$ cat config.mk
export PLATFORM = sky130hd
export DESIGN_NAME = prog_loader
export DESIGN_NICKNAME = d
export VERILOG_FILES = /design/src/rtl/prog_loader_pkg.sv /design/src/rtl/prog_run_monitor.sv /design/src/rtl/prog_loader.sv
export SDC_FILE = /design/constraint.sdc
export NUM_CORES = 1
export LEC_CHECK = 0
export ABC_AREA = 1
export BUFFER_PORTS_ARGS = -buffer_cell sky130_fd_sc_hd__buf_2
export CAP_MARGIN = 40
export CORE_MARGIN = 4
export CORE_UTILIZATION = 57
export CTS_BUF_LIST = sky130_fd_sc_hd__clkbuf_4 sky130_fd_sc_hd__clkbuf_8
export CTS_CLUSTER_SIZE = 40
export DETAILED_ROUTE_END_ITERATION = 16
export HOLD_SLACK_MARGIN = 0.1
export PLACE_DENSITY = 0.95
export SYNTH_ARGS = -nofsm -noshare
export SYNTH_HDL_FRONTEND = slang
export SYNTH_SLANG_ARGS = --single-unit
$ cat constraint.sdc
create_clock -name clk -period 4.39 [get_ports clk]
set_clock_uncertainty 0.05 [all_clocks]
set_input_delay 0.6585 -clock clk [delete_from_list [all_inputs] [get_ports clk]]
set_output_delay 0.6585 -clock clk [all_outputs]
set_load 0.1 [all_outputs]
$ cat src/rtl/prog_loader_pkg.sv
// Shared types for the program loader: FSM state encoding, memory geometry,
// CPU opcode names and the checksum helper.
package prog_loader_pkg;

  localparam int PL_MEM_DEPTH = 32;
  localparam int PL_ADDR_W    = 5;

  typedef enum logic [2:0] {
    ST_IDLE  = 3'd0,
    ST_CLEAR = 3'd1,
    ST_LOAD  = 3'd2,
    ST_RUN   = 3'd3,
    ST_DONE  = 3'd4
  } pl_state_e;

  typedef enum logic [7:0] {
    OP_NOP  = 8'h00,
    OP_LDI  = 8'hA0,
    OP_ADD  = 8'hC2,
    OP_HALT = 8'hFF
  } pl_opcode_e;

  function automatic logic [7:0] csum_add(input logic [7:0] acc, input logic [7:0] b);
    return acc + b;
  endfunction

endpackage

$ cat src/rtl/prog_run_monitor.sv
// RUN-phase supervisor: counts RUN cycles (1 in the first RUN cycle), detects
// halt or timeout, and captures the CPU program counter when either occurs.
module prog_run_monitor
  import prog_loader_pkg::*;
#(
  parameter int TIMEOUT_CYCLES = 5000,
  parameter int CNT_W          = 16
) (
  input  logic                 clk,
  input  logic                 rst_,
  input  logic                 clr_i,
  input  logic                 enter_i,
  input  logic                 run_i,
  input  logic                 halt_i,
  input  logic [PL_ADDR_W-1:0] pc_addr_i,
  output logic                 stop_o,
  output logic [CNT_W-1:0]     run_cycles_o,
  output logic                 halted_o,
  output logic                 timeout_o,
  output logic [PL_ADDR_W-1:0] final_pc_o
);

  localparam logic [CNT_W-1:0] TO_LIM = CNT_W'(TIMEOUT_CYCLES);

  logic [CNT_W-1:0]     cnt_q, cnt_d;
  logic                 halted_q, halted_d;
  logic                 timeout_q, timeout_d;
  logic [PL_ADDR_W-1:0] fpc_q, fpc_d;
  logic                 to_hit;

  assign to_hit = (cnt_q >= TO_LIM);
  assign stop_o = run_i && (halt_i || to_hit);

  // Halt has priority over timeout when both land in the same cycle.
  always_comb begin
    cnt_d     = cnt_q;
    halted_d  = halted_q;
    timeout_d = timeout_q;
    fpc_d     = fpc_q;
    if (clr_i) begin
      cnt_d     = '0;
      halted_d  = 1'b0;
      timeout_d = 1'b0;
      fpc_d     = '0;
    end else if (enter_i) begin
      cnt_d = CNT_W'(1);
    end else if (run_i) begin
      if (halt_i) begin
        halted_d = 1'b1;
        fpc_d    = pc_addr_i;
      end else if (to_hit) begin
        timeout_d = 1'b1;
        fpc_d     = pc_addr_i;
      end else begin
        cnt_d = cnt_q + CNT_W'(1);
      end
    end
  end

  always_ff @(posedge clk or negedge rst_) begin
    if (!rst_) begin
      cnt_q     <= '0;
      halted_q  <= 1'b0;
      timeout_q <= 1'b0;
      fpc_q     <= '0;
    end else begin
      cnt_q     <= cnt_d;
      halted_q  <= halted_d;
      timeout_q <= timeout_d;
      fpc_q     <= fpc_d;
    end
  end

  assign run_cycles_o = cnt_q;
  assign halted_o     = halted_q;
  assign timeout_o    = timeout_q;
  assign final_pc_o   = fpc_q;

endmodule

$ cat src/rtl/prog_loader.sv
// Program loader: clears CPU program memory, streams a program in, releases
// the CPU from reset and supervises the run. Define PROG_LOADER_CSUM_EN to
// treat the s_last beat as a modulo-256 checksum byte instead of program data.
module prog_loader
  import prog_loader_pkg::*;
#(
  parameter int MEM_DEPTH      = PL_MEM_DEPTH,
  parameter int TIMEOUT_CYCLES = 5000,
  parameter int CNT_W          = 16
) (
  input  logic                 clk,
  input  logic                 rst_,
  input  logic                 start,
  input  logic                 s_valid,
  output logic                 s_ready,
  input  logic [7:0]           s_data,
  input  logic                 s_last,
  output logic [PL_ADDR_W-1:0] mem_addr,
  output logic [7:0]           mem_wdata,
  output logic                 mem_wr,
  output logic                 cpu_rst_,
  input  logic                 halt,
  input  logic [PL_ADDR_W-1:0] pc_addr,
  output logic                 busy,
  output logic                 done,
  output logic                 halted,
  output logic                 timeout,
  output logic                 err_len,
  output logic                 err_csum,
  output logic [PL_ADDR_W-1:0] final_pc,
  output logic [CNT_W-1:0]     run_cycles
);

  // One extra bit lets the counter express "MEM_DEPTH bytes written" without wrapping.
  localparam int CW = PL_ADDR_W + 1;
  localparam logic [CW-1:0] LAST_A = CW'(MEM_DEPTH - 1);
  localparam logic [CW-1:0] FULL_A = CW'(MEM_DEPTH);

  pl_state_e     st_q, st_d;
  logic [CW-1:0] cnt_q, cnt_d;
  logic          err_len_q, err_len_d;
  logic          clr, enter, stop;

`ifdef PROG_LOADER_CSUM_EN
  logic [7:0] csum_q, csum_d;
  logic       err_csum_q, err_csum_d;
`endif

  always_comb begin
    st_d      = st_q;
    cnt_d     = cnt_q;
    err_len_d = err_len_q;
    clr       = 1'b0;
    mem_wr    = 1'b0;
    mem_wdata = 8'h00;
    s_ready   = 1'b0;
`ifdef PROG_LOADER_CSUM_EN
    csum_d     = csum_q;
    err_csum_d = err_csum_q;
`endif
    case (st_q)
      ST_IDLE, ST_DONE: begin
        if (start) begin
          st_d      = ST_CLEAR;
          cnt_d     = '0;
          err_len_d = 1'b0;
          clr       = 1'b1;
`ifdef PROG_LOADER_CSUM_EN
          csum_d     = 8'h00;
          err_csum_d = 1'b0;
`endif
        end
      end
      ST_CLEAR: begin
        mem_wr = 1'b1;
        if (cnt_q == LAST_A) begin
          st_d  = ST_LOAD;
          cnt_d = '0;
        end else begin
          cnt_d = cnt_q + CW'(1);
        end
      end
      ST_LOAD: begin
        s_ready = 1'b1;
        if (s_valid) begin
`ifdef PROG_LOADER_CSUM_EN
          if (s_last) begin
            if (s_data == csum_q) begin
              st_d = ST_RUN;
            end else begin
              err_csum_d = 1'b1;
              st_d       = ST_DONE;
            end
          end else if (cnt_q == FULL_A) begin
            err_len_d = 1'b1;
            st_d      = ST_DONE;
          end else begin
            mem_wr    = 1'b1;
            mem_wdata = s_data;
            csum_d    = csum_add(csum_q, s_data);
            cnt_d     = cnt_q + CW'(1);
          end
`else
          if (cnt_q == FULL_A) begin
            err_len_d = 1'b1;
            st_d      = ST_DONE;
          end else begin
            mem_wr    = 1'b1;
            mem_wdata = s_data;
            cnt_d     = cnt_q + CW'(1);
            if (s_last) st_d = ST_RUN;
          end
`endif
        end
      end
      ST_RUN: begin
        if (stop) st_d = ST_DONE;
      end
      default: st_d = ST_IDLE;
    endcase
  end

  assign enter = (st_d == ST_RUN) && (st_q != ST_RUN);

  always_ff @(posedge clk or negedge rst_) begin
    if (!rst_) begin
      st_q      <= ST_IDLE;
      cnt_q     <= '0;
      err_len_q <= 1'b0;
    end else begin
      st_q      <= st_d;
      cnt_q     <= cnt_d;
      err_len_q <= err_len_d;
    end
  end

`ifdef PROG_LOADER_CSUM_EN
  always_ff @(posedge clk or negedge rst_) begin
    if (!rst_) begin
      csum_q     <= 8'h00;
      err_csum_q <= 1'b0;
    end else begin
      csum_q     <= csum_d;
      err_csum_q <= err_csum_d;
    end
  end
  assign err_csum = err_csum_q;
`else
  assign err_csum = 1'b0;
`endif

  prog_run_monitor #(
    .TIMEOUT_CYCLES(TIMEOUT_CYCLES),
    .CNT_W         (CNT_W)
  ) u_mon (
    .clk         (clk),
    .rst_        (rst_),
    .clr_i       (clr),
    .enter_i     (enter),
    .run_i       (st_q == ST_RUN),
    .halt_i      (halt),
    .pc_addr_i   (pc_addr),
    .stop_o      (stop),
    .run_cycles_o(run_cycles),
    .halted_o    (halted),
    .timeout_o   (timeout),
    .final_pc_o  (final_pc)
  );

  assign mem_addr = cnt_q[PL_ADDR_W-1:0];
  assign cpu_rst_ = (st_q == ST_RUN);
  assign busy     = (st_q == ST_CLEAR) || (st_q == ST_LOAD) || (st_q == ST_RUN);
  assign done     = (st_q == ST_DONE);
  assign err_len  = err_len_q;

endmodule

==> results of run 1 <==
cells in the mapped netlist, drive strengths merged:
cell type	number
nor3	2
o21ai	7
o211ai	2
buf	8
ha	4
o2111ai	1
a21oi	9
nor2	32
nand2	79
conb	1
or2	5
inv	34
o21bai	1
nand4	15
clkinv	1
nand3b	4
xnor2	2
dfrtp	33
o21a	1
xor2	5
clkbuf	2
nand3	30
critical path: cells and delay by family, from the launching register on:
kind,cells,cell delay (ns)
flops,1,0.42
simple gates,3,0.56
buf+inv,2,0.53
fa+ha+maj,1,0.20
path summary, 6_finish.rpt:
| path | start | end | slack, ns | cells past startpoint |
|---|---|---|---|---|
| max in group asynchronous | rst_ | u_mon.run_cycles_o[9] | 3.51 | 1 |
| worst min-delay path | rst_ | u_mon.run_cycles_o[10] | 0.31 | 1 |
| min in group clk | err_len | err_len | 0.43 | 2 |
| worst max register to register | u_mon.run_cycles_o[8] | u_mon.run_cycles_o[9] | 2.41 | 7 |
| worst max-delay path | cnt_q[0] | mem_wdata[0] | 1.63 | 6 |
| worst min register to register | err_len | err_len | 0.43 | 2 |
cells in the final DEF, fill, tap and decap left out, types with 2 or more instances in the layout:
cell,Yosys,layout
sky130_fd_sc_hd__a21oi_1,9,9
sky130_fd_sc_hd__buf_2,1,60
sky130_fd_sc_hd__clkbuf_4,0,6
sky130_fd_sc_hd__dfrtp_1,33,33
sky130_fd_sc_hd__ha_1,4,4
sky130_fd_sc_hd__inv_1,32,32
sky130_fd_sc_hd__inv_2,2,2
sky130_fd_sc_hd__nand2_1,77,77
sky130_fd_sc_hd__nand3_1,28,28
sky130_fd_sc_hd__nand3_2,2,2
sky130_fd_sc_hd__nand3b_1,3,3
sky130_fd_sc_hd__nand4_1,15,15
sky130_fd_sc_hd__nor2_1,31,31
sky130_fd_sc_hd__o211ai_1,2,2
sky130_fd_sc_hd__o21ai_0,5,5
sky130_fd_sc_hd__o21ai_1,2,2
sky130_fd_sc_hd__or2_2,5,5
sky130_fd_sc_hd__xnor2_1,2,2
sky130_fd_sc_hd__xor2_1,5,5
flip-flops by register name, indices dropped and copies added (netlist names):
register / count
u_mon.run_cycles_o: 16
cnt_q: 6
u_mon.final_pc_o: 5
st_q: 3
err_len: 1
u_mon.halted_o: 1
u_mon.timeout_o: 1
power breakdown:
group / total [mW] / leakage [nW] / internal, mW / switching, mW
Clock: 0.248 / 0.0489 / 0.142 / 0.106
Combinational: 0.738 / 0.916 / 0.128 / 0.610
Sequential: 0.422 / 0.446 / 0.363 / 0.0591
cell type report:
type / count / area (sq um)
Clock buffer: 7 / 58.8
Clock inverter: 1 / 30.0
Fill cell: 280 / 968
Inverter: 35 / 131
Multi-Input combinational cell: 200 / 1020
Sequential cell: 33 / 826
Tap cell: 46 / 57.6
Timing Repair Buffer: 60 / 300
per-layer routing:
layer  wire length [um]  share of wire, %  track usage, %  vias to the layer above
li1                   -                 -               -                     1001
met2               2490                51            40.5                       61
met1               2000                41            27.2                      955
met4                 90               1.8            8.44                        0
met5                  0                 0               0                        -
met3                310               6.3            5.42                        9
cells by family (layout without fill, tap and decap cells):
group                      count (synthesis)  count (layout)  synth area share, %
xor gates and xnor gates                   7               7                 3.00
other                                      1               1                0.183
adders and majority gates                  4               4                 2.45
buffers and inverters                     45             103                 9.85
and+or+nand+nor                          167             167                 38.3
AOI/OAI and AO/OA                         21              21                 5.81
DFF                                       33              33                 40.4
metrics by stage:
step | util (%) | cells | power, mW | setup WS, ns
finish | 71.4 | 382 | 1.41 | 1.63
global route | 71.4 | 382 | 1.48 | 1.46
CTS | 71.4 | 382 | 1.42 | 1.59
detailed placement | 68.8 | 374 | 1.17 | 2.00
global placement | 68.8 | 374 | 1.15 | 2.09
floorplan | - | 278 | 1.07 | 0.569
==> impl_table.tex, run 1 <==
\begin{tabular}{lr}
\hline
Metric & Value \\
\hline
\multicolumn{2}{l}{\textbf{Finish}} \\
Final layout net count & 358 \\
Layout area overhead & 18.4\% \\
Number of diodes & 0 \\
Fin area & 2420 sq um \\
Fraction of final layout cells sized beyond drive strength 1 & 24.7\% \\
\multicolumn{2}{l}{\textbf{Clocking}} \\
Clock buffer count from CTS & 5 \\
TritonCTS clock tree & done \\
Count of cells resized by post-cts repair & 0 \\
Clock latency on the worst-skew pair & 0.35 ns \\
Clock Sinks & 33 \\
Post-cts hold buffer count & 0 \\
Clock Root Buffer & sky130\_fd\_sc\_hd\_\_clkbuf\_4 \\
Clk pin slew, worst setup/hold paths & 0.10 ns \\
Post-CTS Setup Inserts & 0 \\
H-tree level count & 2 \\
Number of buffers on the longest clock path & 2 \\
\multicolumn{2}{l}{\textbf{Yosys}} \\
Fraction of synthesized cell area taken by the top area cell type & 40.4\% \\
Count of state elements after synthesis & 33 \\
Syn avg cell area & 7.35 sq um \\
Cell area after synthesis & 2040 sq um \\
Seq/Total Area, Yosys & 40.4\% \\
Number of cells produced by synthesis & 278 \\
Dominant cell type by area after synthesis & sky130\_fd\_sc\_hd\_\_dfrtp\_1 \\
Net count after synthesis & 301 \\
Warning count from the yosys run & 0 \\
Count of cell types in the netlist & 33 \\
Top cells by area in the synthesized netlist & sky130\_fd\_sc\_hd\_\_dfrtp\_1, sky130\_fd\_sc\_hd\_\_nand2\_1, sky130\_fd\_sc\_hd\_\_nand3\_1, sky130\_fd\_sc\_hd\_\_inv\_1, sky130\_fd\_sc\_hd\_\_nor2\_1 \\
\multicolumn{2}{l}{\textbf{Routing}} \\
Router iterations before antenna repair & 4 \\
Detail-routed via count per cell & 5.30 \\
Detailed-route wire length & 4890 um \\
ANT nets after route & 0 \\
Routed length per instance & 12.8 um \\
Remaining routing DRC violations & 0 \\
1st-iter DRT viols & 139 \\
Routed via count & 2,026 \\
\multicolumn{2}{l}{\textbf{Critical path}} \\
Element type at the critical path start & flop \\
Worst Path Max Fanout & 9 \\
Cell mode on critical path & sky130\_fd\_sc\_hd\_\_nand3\_1 \\
CP Data Arrival Time & 2.05 ns \\
CP cell instances & inv\_1, ha\_1, nand3\_1, nand3\_1, nor2\_1, buf\_2 \\
Cell with the largest stage delay on the worst path & sky130\_fd\_sc\_hd\_\_buf\_2 \\
Endpoint required time on the critical path & 3.68 ns \\
CP Capture Type & output pin \\
Critical Setup Path Class & reg -> out \\
Delay of the slowest cell on the worst path & 0.44 ns \\
\multicolumn{2}{l}{\textbf{Floorplanning}} \\
Starting Density & 60.3\% \\
Full die area & 4610 sq um \\
Core Footprint & 3390 sq um \\
Die X & 67.9 um \\
Die extent in y & 67.9 um \\
Number of core rows & 21 \\
Io pins & 62 \\
\multicolumn{2}{l}{\textbf{Timing}} \\
Worst relative slew slack & 51.8\% \\
Setup repair after global routing missed its margin & false \\
Final setup violation count & 0 \\
Ratio of final minimum period to clock period & 62.9\% \\
Post-route setup TNS & 0 ns \\
Worst hold slack across all endpoints & 0.309 ns \\
Hold violation count in the final report & 0 \\
Final min period & 2.76 ns \\
Fin. max-slew vios & 0 \\
Highest attainable clock frequency & 362 MHz \\
Slew at the pin with the worst max-slew slack & 0.723 ns \\
\multicolumn{2}{l}{\textbf{Placement}} \\
Routability congestion estimate & 0.895 \\
Post-Place Cell Area & 2330 sq um \\
Detailed Place HPWL & 3640 um \\
Port Buf Inserts & 60 \\
\multicolumn{2}{l}{\textbf{Power and ir drop}} \\
Maximum vdd ir drop & 0.308 mV \\
Leakage & 1.41 nW \\
Power density of the placed cells & 581 nW/um\^{}2 \\
\multicolumn{2}{l}{\textbf{Worst hold path}} \\
Min-Delay Path Class & in -> async \\
\multicolumn{2}{l}{\textbf{GRT}} \\
Largest net degree at the start of global routing & 34 \\
Global-route wire length before repair & 7920 um \\
Vias in the first global route & 1,825 \\
Overflow left after global routing & 0 \\
Global-route usage over all layers & 23.0\% \\
Number of antenna violations at the first check in global routing & 0 \\
\multicolumn{2}{l}{\textbf{Run status}} \\
Result of the run & completed \\
\multicolumn{2}{l}{\textbf{Job}} \\
Number of maximum-capacitance violations & 0 \\
\hline
\end{tabular}
(Power assumes the default switching activity.)
==> run 2, diff against run 1 <==
--- a/config.mk
+++ b/config.mk
@@ -9,12 +9,12 @@
 export BUFFER_PORTS_ARGS = -buffer_cell sky130_fd_sc_hd__buf_2
 export CAP_MARGIN = 40
 export CORE_MARGIN = 4
-export CORE_UTILIZATION = 57
+export CORE_UTILIZATION = 48
 export CTS_BUF_LIST = sky130_fd_sc_hd__clkbuf_4 sky130_fd_sc_hd__clkbuf_8
 export CTS_CLUSTER_SIZE = 40
 export DETAILED_ROUTE_END_ITERATION = 16
 export HOLD_SLACK_MARGIN = 0.1
-export PLACE_DENSITY = 0.95
+export PLACE_DENSITY = 0.88
 export SYNTH_ARGS = -nofsm -noshare
 export SYNTH_HDL_FRONTEND = slang
 export SYNTH_SLANG_ARGS = --single-unit
==> constraint.sdc (replaced) <==
create_clock -name clk -period 2.45 [get_ports clk]
set_clock_uncertainty 0.05 [all_clocks]
set_input_delay 0.3675 -clock clk [delete_from_list [all_inputs] [get_ports clk]]
set_output_delay 0.3675 -clock clk [all_outputs]
set_load 0.1 [all_outputs]
==> impl_table.tex, run 2 (synthesized netlist as in run 1, its figures left out) <==
\begin{tabular}{lr}
\hline
Metric & Value \\
\hline
\multicolumn{2}{l}{\textbf{Timing}} \\
Ratio of final minimum period to clock period & 94.9\% \\
Fin. max-slew vios & 0 (unchanged) \\
Post-route setup TNS & 0 ns (unchanged) \\
Final min period & 2.32 ns \\
Highest attainable clock frequency & 430 MHz \\
Final setup violation count & 0 (unchanged) \\
Slew at the pin with the worst max-slew slack & 0.719 ns (was 0.723 ns) \\
Worst relative slew slack & 52.1\% (was 51.8\%) \\
Setup repair after global routing missed its margin & false (unchanged) \\
Hold violation count in the final report & 0 (unchanged) \\
\multicolumn{2}{l}{\textbf{Routing}} \\
Detail-routed via count per cell & 5.15 (was 5.30) \\
1st-iter DRT viols & 135 (was 139) \\
ANT nets after route & 0 (unchanged) \\
Routed via count & 2,004 (was 2,026) \\
Routed length per instance & 12.0 um (was 12.8 um) \\
Router iterations before antenna repair & 4 (unchanged) \\
Remaining routing DRC violations & 0 (unchanged) \\
Detailed-route wire length & 4680 um (was 4890 um) \\
\multicolumn{2}{l}{\textbf{Floorplanning}} \\
Full die area & 5370 sq um (was 4610 sq um) \\
Die X & 73.3 um (was 67.9 um) \\
Core Footprint & 4060 sq um (was 3390 sq um) \\
Number of core rows & 23 (was 21) \\
Starting Density & 50.4\% (was 60.3\%) \\
Die extent in y & 73.3 um (was 67.9 um) \\
Io pins & 62 (unchanged) \\
\multicolumn{2}{l}{\textbf{Clocking}} \\
Clock Root Buffer & sky130\_fd\_sc\_hd\_\_clkbuf\_8 (was sky130\_fd\_sc\_hd\_\_clkbuf\_4) \\
Clock Sinks & 33 (unchanged) \\
TritonCTS clock tree & done (unchanged) \\
Number of buffers on the longest clock path & 2 (unchanged) \\
Clk pin slew, worst setup/hold paths & 0.07 ns (was 0.10 ns) \\
Clock buffer count from CTS & 5 (unchanged) \\
Clock latency on the worst-skew pair & 0.29 ns (was 0.35 ns) \\
H-tree level count & 2 (unchanged) \\
Post-CTS Setup Inserts & 0 (unchanged) \\
\multicolumn{2}{l}{\textbf{GRT}} \\
Largest net degree at the start of global routing & 34 (unchanged) \\
Global-route usage over all layers & 18.3\% (was 23.0\%) \\
Vias in the first global route & 1,781 (was 1,825) \\
Overflow left after global routing & 0 (unchanged) \\
Number of antenna violations at the first check in global routing & 0 (unchanged) \\
Global-route wire length before repair & 7830 um (was 7920 um) \\
\multicolumn{2}{l}{\textbf{Finish}} \\
Final layout net count & 361 (was 358) \\
Number of flip-flops in the largest register & 16 (unchanged) \\
Number of diodes & 0 (unchanged) \\
Highest-count cells in the layout ignoring fill and taps & sky130\_fd\_sc\_hd\_\_nand2\_1, sky130\_fd\_sc\_hd\_\_buf\_2, sky130\_fd\_sc\_hd\_\_dfrtp\_1 (unchanged) \\
Layout area overhead & 24.5\% (was 18.4\%) \\
Fraction of final layout cells sized beyond drive strength 1 & 28.3\% (was 24.7\%) \\
Most common cell after layout, fill and taps aside & sky130\_fd\_sc\_hd\_\_nand2\_1 (unchanged) \\
Final cell utilization of the core & 62.8\% (was 71.4\%) \\
\multicolumn{2}{l}{\textbf{Critical path}} \\
CP Capture Type & output pin (unchanged) \\
Endpoint of the worst setup timing path & mem\_wdata[1] (was mem\_wdata[0]) \\
Launch point of the worst reg-to-reg path & u\_mon.run\_cycles\_o[10] (was u\_mon.run\_cycles\_o[8]) \\
Critical R2R Capture & u\_mon.run\_cycles\_o[5] (was u\_mon.run\_cycles\_o[9]) \\
Endpoint required time on the critical path & 2.03 ns (was 3.68 ns) \\
Element type at the critical path start & flop (unchanged) \\
CP Data Arrival Time & 1.91 ns (was 2.05 ns) \\
Reg2Reg Setup Slack & 0.48 ns (was 2.41 ns) \\
R2r worst-path depth & 7 (unchanged) \\
Start point of the critical path & cnt\_q[0] (unchanged) \\
Worst Path Max Fanout & 9 (unchanged) \\
Critical Setup Path Class & reg -> out (unchanged) \\
\multicolumn{2}{l}{\textbf{Worst hold path}} \\
Cell count of the worst hold path & 3 \\
Min-Delay Path Class & in -> reg (was in -> async) \\
\multicolumn{2}{l}{\textbf{Power and ir drop}} \\
Combinational power share & 53.4\% (was 52.4\%) \\
Share of total power consumed by net switching & 56.6\% (was 55.1\%) \\
Power density of the placed cells & 979 nW/um\^{}2 (was 581 nW/um\^{}2) \\
Final total power & 2.49 mW (was 1.41 mW) \\
Switching component of the power & 1.41 mW (was 0.775 mW) \\
Register share of total power & 30.2\% (was 29.9\%) \\
Int Power & 1.08 mW (was 0.633 mW) \\
Maximum vdd ir drop & 0.672 mV (was 0.308 mV) \\
Share of power burned in the clock network & 16.4\% (was 17.6\%) \\
Leakage & 1.42 nW (was 1.41 nW) \\
\multicolumn{2}{l}{\textbf{Job}} \\
Number of maximum-capacitance violations & 0 (unchanged) \\
\multicolumn{2}{l}{\textbf{Placement}} \\
Port Buf Inserts & 60 (unchanged) \\
Routability congestion estimate & 0.862 (was 0.895) \\
Detailed Place HPWL & 3550 um (was 3640 um) \\
\multicolumn{2}{l}{\textbf{Run status}} \\
Result of the run & completed (unchanged) \\
\hline
\end{tabular}
==> run 2: metrics by stage <==
stage / hold slack (ns) / worst slack [ns] / cell area (sq um) / std cells
floorplan: 0.0219 / -0.343 / 2120 / 278
global placement: 0.401 / 0.376 / 2430 / 380
detailed placement: 0.409 / 0.321 / 2430 / 380
CTS: 0.249 / 0.00519 / 2530 / 389
global route: 0.284 / 0.0290 / 2550 / 389
finish: 0.258 / 0.126 / 2550 / 389
==> run 2: worst min-delay path by stage <==
stage,end,from,slack (ns)
after floorplan,cnt_q[0],rst_,0.02
after global placement,u_mon.final_pc_o[1],u_mon.final_pc_o[1],0.40
after detailed placement,u_mon.final_pc_o[1],u_mon.final_pc_o[1],0.41
after CTS,u_mon.final_pc_o[1],pc_addr[1],0.25
after global routing,u_mon.final_pc_o[2],pc_addr[2],0.28
final,u_mon.final_pc_o[1],pc_addr[1],0.26
==> run 2: power by group through the flow <==
stage,registers (mW),clock network (mW),logic (mW)
after floorplan,1.16,0,0.764
final,0.752,0.409,1.33
after detailed placement,0.762,0,1.33
after global placement,0.755,0,1.31
after CTS,0.751,0.423,1.34
after global routing,0.769,0.438,1.43
==> run 2: layout make-up <==
type | count | area [sq um]
flip-flops and latches | 33 | 826
repair buffers | 63 | 348
fillers | 359 | 1510
well taps | 50 | 62.6
inverters | 35 | 131
clock buffers | 5 | 68.8
clock inverters | 3 | 17.5
multi-input cells | 200 | 1090
==> run 2: per-layer routing <==
layer,vias to the layer above,global-route usage (%),wire [um]
met4,0,7.99,83
met1,913,24.0,1980
li1,1004,-,-
met3,7,3.97,406
met5,-,0,0
met2,80,28.9,2200
==> run 2: repair_timing <==
action                     in CTS  in global routing
resized for setup               1                  8
setup endpoints to repair       1                  8
hold buffers                    1                  0
hold endpoints to repair        1                  0
==> run 2: worst max-delay path, stage by stage, from the launching register on <==
cell and delay, ns:
sky130_fd_sc_hd__dfrtp_1 0.41, sky130_fd_sc_hd__inv_1 0.08, sky130_fd_sc_hd__ha_1 0.20, sky130_fd_sc_hd__nand3_1 0.18, sky130_fd_sc_hd__nand3_4 0.26, sky130_fd_sc_hd__nor2_4 0.16
sky130_fd_sc_hd__clkbuf_4 0.33
